### src/rtl/sync_frame_capture.sv
// sync_frame_capture: after each sync strobe from the 1101 detector, shifts
// the next WIDTH serial bits into a payload word and offers it downstream.
//
// Handshake: frame_data is meaningful while frame_valid=1; a transfer happens
// on any rising edge where frame_valid & frame_ready are both 1. frame_valid
// never drops without a transfer, and frame_data holds steady while valid.
module sync_frame_capture #(
    parameter int WIDTH = 8
) (
    input  logic             clk,
    input  logic             reset,
    input  logic             data_in,
    input  logic             detected,
    input  logic             frame_ready,
    output logic [WIDTH-1:0] frame_data,
    output logic             frame_valid,
    output logic             busy,
    output logic [15:0]      frame_count,
    output logic [7:0]       drop_count
);

    localparam int CNT_W = $clog2(WIDTH + 1);

    localparam logic [1:0] IDLE    = 2'd0;
    localparam logic [1:0] CAPTURE = 2'd1;
    localparam logic [1:0] HOLD    = 2'd2;

    // Count value seen on the edge that samples the final payload bit.
    localparam logic [CNT_W-1:0] LAST_BIT = CNT_W'(WIDTH - 1);

    logic [1:0]       state_q, state_d;
    logic [CNT_W-1:0] cnt_q, cnt_d;
    logic [WIDTH-1:0] shift_q, shift_d;
    logic [WIDTH-1:0] data_q, data_d;
    logic [15:0]      fcnt_q, fcnt_d;
    logic [7:0]       dcnt_q, dcnt_d;

    // Next-state logic: sync detection, bit shifting, handshake and counters.
    always_comb begin
        state_d = state_q;
        cnt_d   = cnt_q;
        shift_d = shift_q;
        data_d  = data_q;
        fcnt_d  = fcnt_q;
        dcnt_d  = dcnt_q;
        case (state_q)
            IDLE: begin
                if (detected) begin
                    state_d = CAPTURE;
                    cnt_d   = '0;
                    shift_d = '0;
                end
            end
            CAPTURE: begin
                // detected is deliberately ignored here: a 1101 inside the
                // payload is data, not a new sync.
                shift_d = {shift_q[WIDTH-2:0], data_in};
                cnt_d   = cnt_q + CNT_W'(1);
                if (cnt_q == LAST_BIT) begin
                    state_d = HOLD;
                    data_d  = {shift_q[WIDTH-2:0], data_in};
                end
            end
            HOLD: begin
                if (frame_ready) begin
                    fcnt_d = fcnt_q + 16'd1;
                    if (detected) begin
                        // Sync on the handshake edge chains straight into
                        // the next capture, so it is not a drop.
                        state_d = CAPTURE;
                        cnt_d   = '0;
                        shift_d = '0;
                    end else begin
                        state_d = IDLE;
                    end
                end else if (detected && (dcnt_q != 8'hFF)) begin
                    dcnt_d = dcnt_q + 8'd1;
                end
            end
            default: state_d = IDLE;
        endcase
    end

    // State registers with asynchronous clear.
    always_ff @(posedge clk or posedge reset) begin
        if (reset) begin
            state_q <= IDLE;
            cnt_q   <= '0;
            shift_q <= '0;
            data_q  <= '0;
            fcnt_q  <= '0;
            dcnt_q  <= '0;
        end else begin
            state_q <= state_d;
            cnt_q   <= cnt_d;
            shift_q <= shift_d;
            data_q  <= data_d;
            fcnt_q  <= fcnt_d;
            dcnt_q  <= dcnt_d;
        end
    end

    assign frame_data  = data_q;
    assign frame_valid = (state_q == HOLD);
    assign busy        = (state_q == CAPTURE);
    assign frame_count = fcnt_q;
    assign drop_count  = dcnt_q;

endmodule

### config.mk
export PLATFORM = sky130hd
export DESIGN_NAME = sync_frame_capture
export DESIGN_NICKNAME = d
export VERILOG_FILES = /design/src/rtl/sync_frame_capture.sv
export SDC_FILE = /design/constraint.sdc
export NUM_CORES = 1
export LEC_CHECK = 0
export BUFFER_PORTS_ARGS = -buffer_cell sky130_fd_sc_hd__buf_2
export CORE_MARGIN = 5
export CORE_UTILIZATION = 30
export DETAILED_ROUTE_END_ITERATION = 8
export PLACE_DENSITY_LB_ADDON = 0.1
export SYNTH_ARGS = -nofsm -noshare
export SYNTH_HDL_FRONTEND = slang
export SYNTH_SLANG_ARGS = --single-unit
export TNS_END_PERCENT = 5
### constraint.sdc
create_clock -name clk -period 1.4 [get_ports clk]
set_input_delay 0.07 -clock clk [delete_from_list [all_inputs] [get_ports clk]]
set_output_delay 0.07 -clock clk [all_outputs]
set_load 0.05 [all_outputs]
* After elaboration in Yosys (flattened, before gate mapping)
Cells that the tools add are included.
Operators by class: bitwise gates (word level) 1, mux-type cells 11, equality and inequality tests 7, reduce and logical (&&, ||, !) cells 8, add/sub/neg operators 3
Operators by type and width (count):
- case mux 8 bit (3 select lines) | 1
- adder 16 x 1 -> 16 bit (second input constant) | 1
- 2-to-1 mux 8 bit | 2
- case mux 4 bit (3 select lines) | 1
- adder 8 x 1 -> 8 bit (second input constant) | 1
- 2-to-1 mux 4 bit | 2
- != test 8 bit (second input constant) | 1
- 2-to-1 mux 2 bit | 3
- case mux 2 bit (3 select lines) | 1
- AND reduction 2 bit | 3
- AND reduction 3 bit | 2
- adder 4 x 1 -> 4 bit (second input constant) | 1
- == test 4 x 3 -> 1 bit (second input constant) | 1
- != test 2 bit (second input constant) | 2
- nonzero test 3 bit | 1
- == test 2 x 1 -> 1 bit (second input constant) | 1
- == test 2 bit (second input constant) | 1
- zero test 2 bit | 1
- != test 2 x 1 -> 1 bit (second input constant) | 1
- logical AND 1 bit | 1
- 2-to-1 mux 1 bit | 1
- NOT 1 bit | 1
Storage, ports and cells: output and inout port bits 34, logic and storage cells 36, register bits 46, bits of input ports 5

* Longest topological paths before layout
Gate-level depths: netlist (run 1).
depth after elaboration 3, gate-level depth with buffers 6, mapped depth without buffers 5

* Worst setup path after synthesis (run 1)
Ideal clock, no wire load.
path kind register -> register, start reg dcnt_q[0], in the netlist drop_count[0], end reg dcnt_q[1], in the netlist drop_count[1], path buffers 0, required time 1275 ps, slack -388 ps, cell stages (with the launch flop) 6, library setup time 125 ps, arrival 1664 ps, clock period less this slack 1788 ps, cells stage by stage dfrtp_1 -> ha_1 -> and3_1 -> nand3_1 -> nand2_1 -> mux2_2
On the way: cells in the longest elaborated chain, start to end 3, elaborated cells between the ends (all ways) 4, classes of those cells add/sub (1); eq/ne (1); reduce/logical (2)
Ends and longest elaborated chain:
- start, declared | line 36 | logic [7:0] dcnt_q, dcnt_d;
- start signal, assigned | line 99 | dcnt_q <= dcnt_d;
- branches (longest 3 deep; another with adder 8 x 1 -> 8 bit)
Several ways; the timed one is not identified. A chain may end at the register's enable or synchronous reset.

* Worst setup path after layout (run 1)
start reg cnt_q[0], end reg data_q[7], in the netlist frame_data[7]
On the way: cells in the longest elaborated chain, start to end 2
Ends and longest elaborated chain:
- start, declared | line 32 | logic [CNT_W-1:0] cnt_q, cnt_d;
- start signal, assigned | line 95 | cnt_q <= cnt_d;
- == test 4 x 3 -> 1 bit | line 59 | if (cnt_q == LAST_BIT) begin
- AND reduction 2 bit (no source line)
- end signal, assigned | line 97 | data_q <= data_d;
- end, declared | line 34 | logic [WIDTH-1:0] data_q, data_d;
Every way passes these cells.

==> impl_results.md, run 1 <==
* Max Freq at 690 MHz
* # fillers at 603
* Sequential cell area fraction in the yosys report at 0.574
* Clk pin slew, worst setup/hold paths at 90 ps
* Largest cells by area after synthesis: dfrtp_1 (57%), xnor2_1 (6.7%), mux2_2 (6.3%), a22o_1 (3.6%), nand3_1 (2.6%)
* Post-synth ARST share at 1.00
* Post-Syn Area at 1960 um^2
* Initial Utilization at 0.309
* Total number of vias at 1414
* H-tree depth at 2
* YS warnings at 0
* Mapped Cells at 159
* Utilization after layout at 0.414
* Core Area at 6350 um^2
* Via density at 4.73
* Final WS setup at -50.3 ps
* Critical-path cell list: ha_2 -> nand2_2 -> nor3b_4 -> buf_12 -> mux2_4
* # setup viols final at 8
* # diodes at 0
* Final nets at 229
* Net Count, Synth at 167
* Die Y at 90.9 um
* Critical Path RT at 1580 ps
* Antenna Nets Post-Route at 0
* Hold Crit Class: input pin to register
* Worst reg2reg startpoint: cnt_q[0]
* Area growth from synthesis to layout at 34.1%
* First-pass GRT wire length at 7000 um
* Flops & latches, synth at 45
* Synth top area share at 0.574
* Max Cap Viol at 0
* DRC at 0
* # rows at 29
* TritonCTS clock tree: done
* Post-synth EDFFs at 0
* Overall routed net length at 4100 um
* Buffer depth of the longest clock path at 2
* Register-to-Register Setup Slack at -50 ps
* Most common cell after layout, fill and taps aside: buf_2
* Syn Area/Cell at 12.3 um^2
* CP endpoint kind: register
* Slowest stage delay, CP at 370 ps
* Die area at 8260 um^2
* Vias in the first global route at 1517
* Final Max Tran Viols at 0
* DRC marker count from the first detailed-route iteration at 44
* CTS Sinks at 45
* Clk_lat worst skew at 300 ps
* Final Cell Area at 2630 um^2
* Crit Path Max Fanout at 8
* Endpoints failing hold at 0
* Initial antenna violation count at 0
* CTS Root Cell: clkbuf_8
* Tot Pwr at 4.24 mW
* Status: finished, violations left
* CP max stage cell: dfrtp_1
* Violated checks: negative setup slack
* Most frequent cells in the layout: buf_2 (36), dfrtp_1 (34), buf_4 (18)
* RD Place Congestion at 0.746
* Hold Path End: frame_data[0]
* Actual slew at the worst max-slew pin at 270 ps
* Drt wl/cell at 13.7 um
* Cell taking the most area after synthesis: dfrtp_1
* Post-synth cell types at 33
* Drt first pass iters at 6
* Dpl ws at -87.3 ps
* Normalized max-slew margin at 0.819
* Port bufs at 38
* Power per cell area at 1610 nW/um^2
* RSZ-0062 raised after global routing: yes
* Final worst-path cycle share at 1.04
* Pin count of the biggest net entering global routing at 46
* WS Path Type: register to register
* P_leak at 1.31 nW
* HPWL Detailed at 2880 um
* Max VDD drop at 0.000955 V
* Number of I/O pins at 39
* Gr usage total at 0.104
* Inserted Clock Buffers at 5
* Signal arrival time at the worst endpoint at 1630 ps
* Layout cells sized above 1 at 0.468
* Min-delay src: data_in
* Placed cell areas at 2430 um^2
* Minimum clock period at 1450 ps
* Hold path cells at 2
* Worst R2R End: frame_data[7]
* Max Clock Skew at 6.60 ps
* CP startpoint kind: register
* GR Overflow Total at 0
* Reg2reg path depth at 5
* Post-synth top flop: dfrtp_1
* Die width at 90.9 um
-- synthesized netlist by cell type, types with 2 or more instances --
cell,count
and3_1,5
inv_1,5
a21oi_1,6
a31oi_1,4
a22o_1,8
mux2_2,11
nand2_1,7
nand2b_1,3
nor2_1,6
nand4_1,3
dfrtp_1,45
a21o_1,2
clkbuf_1,2
ha_1,3
xor2_1,3
and2_1,2
nor2b_1,4
a211oi_1,2
xnor2_1,15
nand3_1,10
-- area by class of cell --
type | instances | area (um^2) | area share
flip-flops and latches | 45 | 1140 | 0.433
multi-input cells | 105 | 887 | 0.337
repair buffers | 59 | 397 | 0.151
well taps | 77 | 96.3 | 0.0366
clock buffers | 5 | 68.8 | 0.0262
clock inverters | 3 | 22.5 | 0.00856
inverters | 5 | 18.8 | 0.00714
-- stage by stage --
stage               std cells  hold WS, ps  setup TNS [ps]
floorplan                 159          210           -2060
global placement          288          120            -366
detailed placement        288          129            -748
CTS                       299         7.47            -289
global route              299         16.2           -1240
finish                    299         21.5            -352
-- registers in the layout (all words and copies together), names as in the netlist --
signal / count
drop_count: 8
frame_data: 8
frame_count: 16
cnt_q: 4
shift_q: 7
state_q: 2
-- worst max path at each step --
stage | end | start
floorplan | frame_count[13] | frame_count[7]
global placement | frame_data[1] | cnt_q[0]
detailed placement | frame_data[7] | cnt_q[1]
CTS | frame_data[7] | cnt_q[0]
global route | frame_data[7] | cnt_q[0]
finish | frame_data[7] | cnt_q[0]
-- kinds of logic after synthesis --
logic type / synth area share
buffers and inverters: 0.0198
muxes: 0.0682
xor gates and xnor gates: 0.0804
DFF: 0.574
and+or+nand+nor: 0.149
AOI/OAI and AO/OA: 0.0899
adders and majority gates: 0.0191
-- timing repair --
action,4_1_cts,5_1_grt
hold buffers,1,0
endpoints found under the setup margin,16,35
buffers inserted,2,0
hold endpoints to repair,45,0
pin swaps,5,4
gates resized for setup,15,8
-- worst max-delay path, delay by kind of cell, from the launching register on --
family / cells / cell delay, ps
adders and majority gates: 1 / 190
buffers and inverters: 1 / 170
DFF: 1 / 370
muxes: 1 / 300
and+or+nand+nor: 2 / 300
-- power breakdown --
part,total (mW),internal (mW),switching [mW]
Clock,0.804,0.350,0.454
Sequential,1.79,1.58,0.213
Combinational,1.64,0.733,0.911
Total,4.24,2.66,1.58
-- per-layer routing --
metal / vias up / wire length (um) / track usage
met5: - / 0 / 0
met3: 2 / 196 / 0.0350
met1: 698 / 1820 / 0.122
met4: 0 / 19 / 0.0318
li1: 682 / - / -
met2: 32 / 2060 / 0.179
No activity file was read; power rests on OpenSTA's default activity.
==> inputs of run 2 (changes only) <==
Settings changed: GPL_TIMING_DRIVEN set to 0.
==> impl_results.md, run 2 (synthesis results as in run 1) <==
* Status: finished, violations left (unchanged)
* Violated checks: negative setup slack (unchanged)
* Inserted Clock Buffers at 5 (unchanged)
* Vias in the first global route at 1507 (was 1517)
* Max Clock Skew at 9.08 ps (was 6.60 ps)
* # rows at 29 (unchanged)
* Hold Path End: frame_data[0] (unchanged)
* Pin count of the biggest net entering global routing at 35 (was 46)
* Initial Utilization at 0.309 (unchanged)
* GR Overflow Total at 0 (unchanged)
* GR Util met2 at 0.187 (was 0.179)
* TritonCTS clock tree: done (unchanged)
* CTS Sinks at 45 (unchanged)
* Die area at 8260 um^2 (unchanged)
* Most Crowded Layer GR: met2 (unchanged)
* Number of I/O pins at 39 (unchanged)
* Antenna Nets Post-Route at 0 (unchanged)
* CTS Root Cell: clkbuf_8 (unchanged)
* Area growth from synthesis to layout at 31.2% (was 34.1%)
* Core Area at 6350 um^2 (unchanged)
* Final nets at 223 (was 229)
* Initial antenna violation count at 0 (unchanged)
* Hold path cells at 2 (unchanged)
* Die Y at 90.9 um (unchanged)
* DRC marker count from the first detailed-route iteration at 32 (was 44)
* GRT met1 Usage at 0.124 (was 0.122)
* Crit Path Max Fanout at 8 (unchanged)
* Critical-path cell list: buf_6 -> nor2b_4 -> nor3b_4 -> buf_12 -> mux2_4 (was ha_2 -> nand2_2 -> nor3b_4 -> buf_12 -> mux2_4)
* Reg2reg path depth at 5 (unchanged)
* Clk pin slew, worst setup/hold paths at 90 ps (about the same)
* Endpoints failing hold at 0 (unchanged)
* Final Max Tran Viols at 0 (unchanged)
* Tot Pwr at 4.14 mW (was 4.24 mW)
* Power per cell area at 1610 nW/um^2 (about the same)
* Slowest stage delay, CP at 380 ps (was 370 ps)
* Drt wl/cell at 14.7 um (was 13.7 um)
* CP endpoint kind: register (unchanged)
* RSZ-0062 raised after global routing: yes (unchanged)
* # diodes at 0 (unchanged)
* Via density at 4.81 (was 4.73)
* CP max stage cell: dfrtp_1 (unchanged)
* Critical path launch point: state_q[1] (was cnt_q[0])
* Dpl ws at -267 ps (was -87.3 ps)
* Signal arrival time at the worst endpoint at 1660 ps (was 1630 ps)
* Actual slew at the worst max-slew pin at 297 ps (was 270 ps)
* H-tree depth at 2 (unchanged)
* Worst hold slack at 33.1 ps (was 21.5 ps)
* P_leak at 1.27 nW (was 1.31 nW)
* Max FFs per register at 16 (unchanged)
* RD Place Congestion at 0.717 (was 0.746)
* Max Cap Viol at 0 (unchanged)
* Layout cells sized above 1 at 0.444 (was 0.468)
* Max Freq at 678 MHz (was 690 MHz)
* Overall routed net length at 4290 um (was 4100 um)
* Gr usage total at 0.108 (was 0.104)
* Max VDD drop at 0.000728 V (was 0.000955 V)
* Final WS setup at -74.7 ps (was -50.3 ps)
* Drt first pass iters at 4 (was 6)
* DRC at 0 (unchanged)
* Die width at 90.9 um (unchanged)
* Utilization after layout at 0.405 (was 0.414)
* Final worst-path cycle share at 1.05 (was 1.04)
* Min-delay src: data_in (unchanged)
* Clk_lat worst skew at 300 ps (about the same)
* Worst reg2reg startpoint: state_q[1] (was cnt_q[0])
* Port bufs at 38 (unchanged)
* Normalized max-slew margin at 0.801 (was 0.819)
* TNS Setup at -794 ps (was -352 ps)
* Most frequent cells in the layout: buf_2 (38), dfrtp_1 (34), xnor2_1 (15) (was buf_2 (36), dfrtp_1 (34), buf_4 (18))
* HPWL Detailed at 2900 um (was 2880 um)
* Total number of vias at 1409 (was 1414)
* # setup viols final at 15 (was 8)
* CP startpoint kind: register (unchanged)
* Most common cell after layout, fill and taps aside: buf_2 (unchanged)
* Minimum clock period at 1470 ps (was 1450 ps)
* WS Path Type: register to register (unchanged)
* Buffer depth of the longest clock path at 2 (unchanged)
* First-pass GRT wire length at 7240 um (was 7000 um)
* Met3 Use GR at 0.0383 (was 0.0350)
* Register-to-Register Setup Slack at -70 ps (was -50 ps)
* Worst R2R End: frame_data[0] (was frame_data[7])
* Critical Path RT at 1590 ps (was 1580 ps)
* Hold Crit Class: input pin to register (unchanged)
## run 2: layout make-up
class                           count  area [um^2]
Timing Repair Buffer               49          310
Clock inverter                      1         7.51
Tap cell                           77         96.3
Multi-Input combinational cell    105          890
Sequential cell                    45         1140
Fill cell                         625         3780
Buffer                              4         35.0
Clock buffer                        7         76.3
Inverter                            5         18.8
## run 2: worst max-delay path by stage
stage	slack, ps	cells after the start	endpoint
finish	-70	5	frame_data[0]
global route	-160	4	frame_count[15]
CTS	-60	4	frame_count[15]
detailed placement	-270	4	frame_data[0]
global placement	-440	2	drop_count[6]
floorplan	-180	4	frame_count[13]
## run 2: report_power, final
part / internal [mW] / switching [mW]
clock network: 0.354 / 0.441
logic: 0.648 / 0.891
registers: 1.58 / 0.222
## run 2: metrics by stage
step / instances / instance area [um^2]
CTS: 292 / 2530
detailed placement: 275 / 2300
global placement: 274 / 2280
finish: 293 / 2570
floorplan: 159 / 1990
global route: 293 / 2570
## run 2: what timing repair did
item                                    CTS  global route
hold endpoints to repair                 11             0
pin swaps                                 3             6
endpoints found under the setup margin   27            36
gates resized for setup                  21            10
hold buffers                              1             0
buffers inserted                          8             1
## run 2: critical path, delay by kind of cell (launching register included)
family / cells / cell delay, ps
flops: 1 / 380
mux: 1 / 300
buf+inv: 2 / 300
simple gates: 2 / 370
## run 2: metal layers
| layer | up-vias | part of all wire |
|---|---|---|
| li1 | 674 | - |
| met1 | 703 | 0.43 |
| met2 | 26 | 0.51 |
| met3 | 6 | 0.047 |
| met4 | 0 | 0.014 |
| met5 | - | 0 |
==> inputs of run 3 (changes only) <==
--- a/constraint.sdc
+++ b/constraint.sdc
@@ -3,2 +3,2 @@
 set_output_delay 0.07 -clock clk [all_outputs]
-set_load 0.05 [all_outputs]
+set_load 0.02 [all_outputs]
==> impl_results.md, run 3 (synthesis results as in run 1) <==
* Status: finished, violations left (unchanged)
* Violated checks: negative setup slack (unchanged)
* Drt wl/cell at 14.1 um (was 14.7 um)
* # setup viols final at 14 (was 15)
* Buffer depth of the longest clock path at 2 (unchanged)
* Core Area at 6350 um^2 (unchanged)
* Hold Path End: frame_data[0] (unchanged)
* Layout cells sized above 1 at 0.419 (was 0.444)
* HPWL Detailed at 2920 um (was 2900 um)
* Slowest stage delay, CP at 450 ps (was 380 ps)
* TritonCTS clock tree: done (unchanged)
* Minimum clock period at 1450 ps (was 1470 ps)
* Register-to-Register Setup Slack at -50 ps (was -70 ps)
* GR Overflow Total at 0 (unchanged)
* Max Freq at 690 MHz (was 678 MHz)
* Power per cell area at 1480 nW/um^2 (was 1610 nW/um^2)
* Vias in the first global route at 1512 (was 1507)
* Clk_lat worst skew at 300 ps (about the same)
* Reg2reg path depth at 4 (was 5)
* Total number of vias at 1417 (was 1409)
* RD Place Congestion at 0.745 (was 0.717)
* Family with the most delay on the worst path: flip-flops (unchanged)
* Max Cap Viol at 0 (unchanged)
* DRC at 0 (unchanged)
* Max Clock Skew at 10.3 ps (was 9.08 ps)
* CP startpoint kind: register (unchanged)
* Crit Path Max Fanout at 9 (was 8)
* Area growth from synthesis to layout at 30.5% (was 31.2%)
* Most frequent cells in the layout: dfrtp_1 (41), buf_2 (38), xnor2_1 (15) (was buf_2 (38), dfrtp_1 (34), xnor2_1 (15))
* H-tree depth at 2 (unchanged)
* Clk pin slew, worst setup/hold paths at 80 ps (was 90 ps)
* Initial antenna violation count at 0 (unchanged)
* Actual slew at the worst max-slew pin at 433 ps (was 297 ps)
* Most common cell after layout, fill and taps aside: dfrtp_1 (was buf_2)
* Worst hold slack at 19.9 ps (was 33.1 ps)
* Final worst-path cycle share at 1.04 (was 1.05)
* Via density at 4.82 (was 4.81)
* Final nets at 224 (was 223)
* RSZ-0062 raised after global routing: yes (unchanged)
* Die Y at 90.9 um (unchanged)
* Initial Utilization at 0.309 (unchanged)
* Tot Pwr at 3.78 mW (was 4.14 mW)
* # rows at 29 (unchanged)
* # diodes at 0 (unchanged)
* Max VDD drop at 0.000603 V (was 0.000728 V)
* Hold Crit Class: input pin to register (unchanged)
* Inserted Clock Buffers at 5 (unchanged)
* Utilization after layout at 0.403 (was 0.405)
* CP endpoint kind: register (unchanged)
* Max FFs per register at 16 (unchanged)
* Gr usage total at 0.105 (was 0.108)
* Worst R2R End: cnt_q[0] (was frame_data[0])
* Cell depth of the worst setup path at 4 (was 5)
* Final WS setup at -49.1 ps (was -74.7 ps)
* Endpoints failing hold at 0 (unchanged)
* Critical-path cell list: buf_4 -> nand2b_1 -> a21o_2 -> mux2_2 (was buf_6 -> nor2b_4 -> nor3b_4 -> buf_12 -> mux2_4)
* Dpl ws at -256 ps (was -267 ps)
* Buf/Inv on CP at 1 (was 2)
* CTS Root Cell: clkbuf_8 (unchanged)
* Overall routed net length at 4160 um (was 4290 um)
* First-pass GRT wire length at 7060 um (was 7240 um)
* Critical Path RT at 1580 ps (was 1590 ps)
* P_leak at 1.28 nW (was 1.27 nW)
* WS Path Type: register to register (unchanged)
* Worst reg2reg startpoint: state_q[0] (was state_q[1])
* Critical path launch point: state_q[0] (was state_q[1])
* Drt first pass iters at 6 (was 4)
* Number of I/O pins at 39 (unchanged)
* Final Max Tran Viols at 0 (unchanged)
* Die area at 8260 um^2 (unchanged)
* Die width at 90.9 um (unchanged)
* Pin count of the biggest net entering global routing at 27 (was 35)
* Antenna Nets Post-Route at 0 (unchanged)
* Hold path cells at 2 (unchanged)
* Signal arrival time at the worst endpoint at 1630 ps (was 1660 ps)
* CTS Sinks at 45 (unchanged)
* Min-delay src: data_in (unchanged)
* DRC marker count from the first detailed-route iteration at 26 (was 32)
* CP max stage cell: dfrtp_2 (was dfrtp_1)
* Port bufs at 38 (unchanged)
* Normalized max-slew margin at 0.711 (was 0.801)
## run 3: changes by cell type in the layout (fill, tap and decap cells not counted), sizes merged
cell and change:
clkinvlp -1, clkbuf +2
## run 3: what timing repair did
| item | CTS | global route |
|---|---|---|
| hold buffers | 1 | 0 |
| gates resized for setup | 14 | 11 |
| endpoints found under the hold margin | 19 | 0 |
| pin swaps | 2 | 8 |
| endpoints found under the setup margin | 34 | 28 |
| buffers inserted | 6 | 5 |
## run 3: worst max-delay path by stage
stage,endpoint,slack [ps]
after detailed placement,frame_data[0],-260
after global routing,frame_data[1],-120
after floorplan,frame_data[0],-50
after global placement,drop_count[1],-440
final,cnt_q[0],-50
after CTS,drop_count[1],-70
## run 3: final cells by class
class | count | area [um^2]
tap | 77 | 96.3
timing repair buffer | 51 | 307
multi-input combinational | 105 | 887
clock buffer | 8 | 90.1
fill | 613 | 3790
buffer | 3 | 30.0
inverter | 5 | 18.8
sequential | 45 | 1130
## run 3: power breakdown
part | switching, mW | leakage (nW) | internal [mW]
sequential | 0.224 | 0.595 | 1.57
clock | 0.423 | 0.0455 | 0.403
combinational | 0.552 | 0.642 | 0.610
total | 1.20 | 1.28 | 2.59
## run 3: worst reg2reg max path, delay by kind of cell (launching register included)
kind | cells | cell delay [ps]
compound gates | 1 | 290
buf+inv | 1 | 150
flops | 1 | 450
mux | 1 | 280
simple gates | 1 | 170
## run 3: routing by layer
metal  vias up  share of wire  global-route usage
li1        679              -                   -
met1       706           0.44               0.121
met2        26           0.49               0.179
met3         6          0.052              0.0367
met4         0          0.015              0.0367
met5         -              0                   0
## run 3: through the flow
| stage | setup TNS (ps) | std cells | instance area (um^2) |
|---|---|---|---|
| 3_3_place_gp | -16850 | 274 | 2270 |
| 3_5_place_dp | -3730 | 275 | 2290 |
| 4_1_cts | -689 | 289 | 2480 |
| 5_1_grt | -2220 | 294 | 2560 |
| 2_1_floorplan | -539 | 159 | 1980 |
| 6_report | -498 | 294 | 2560 |
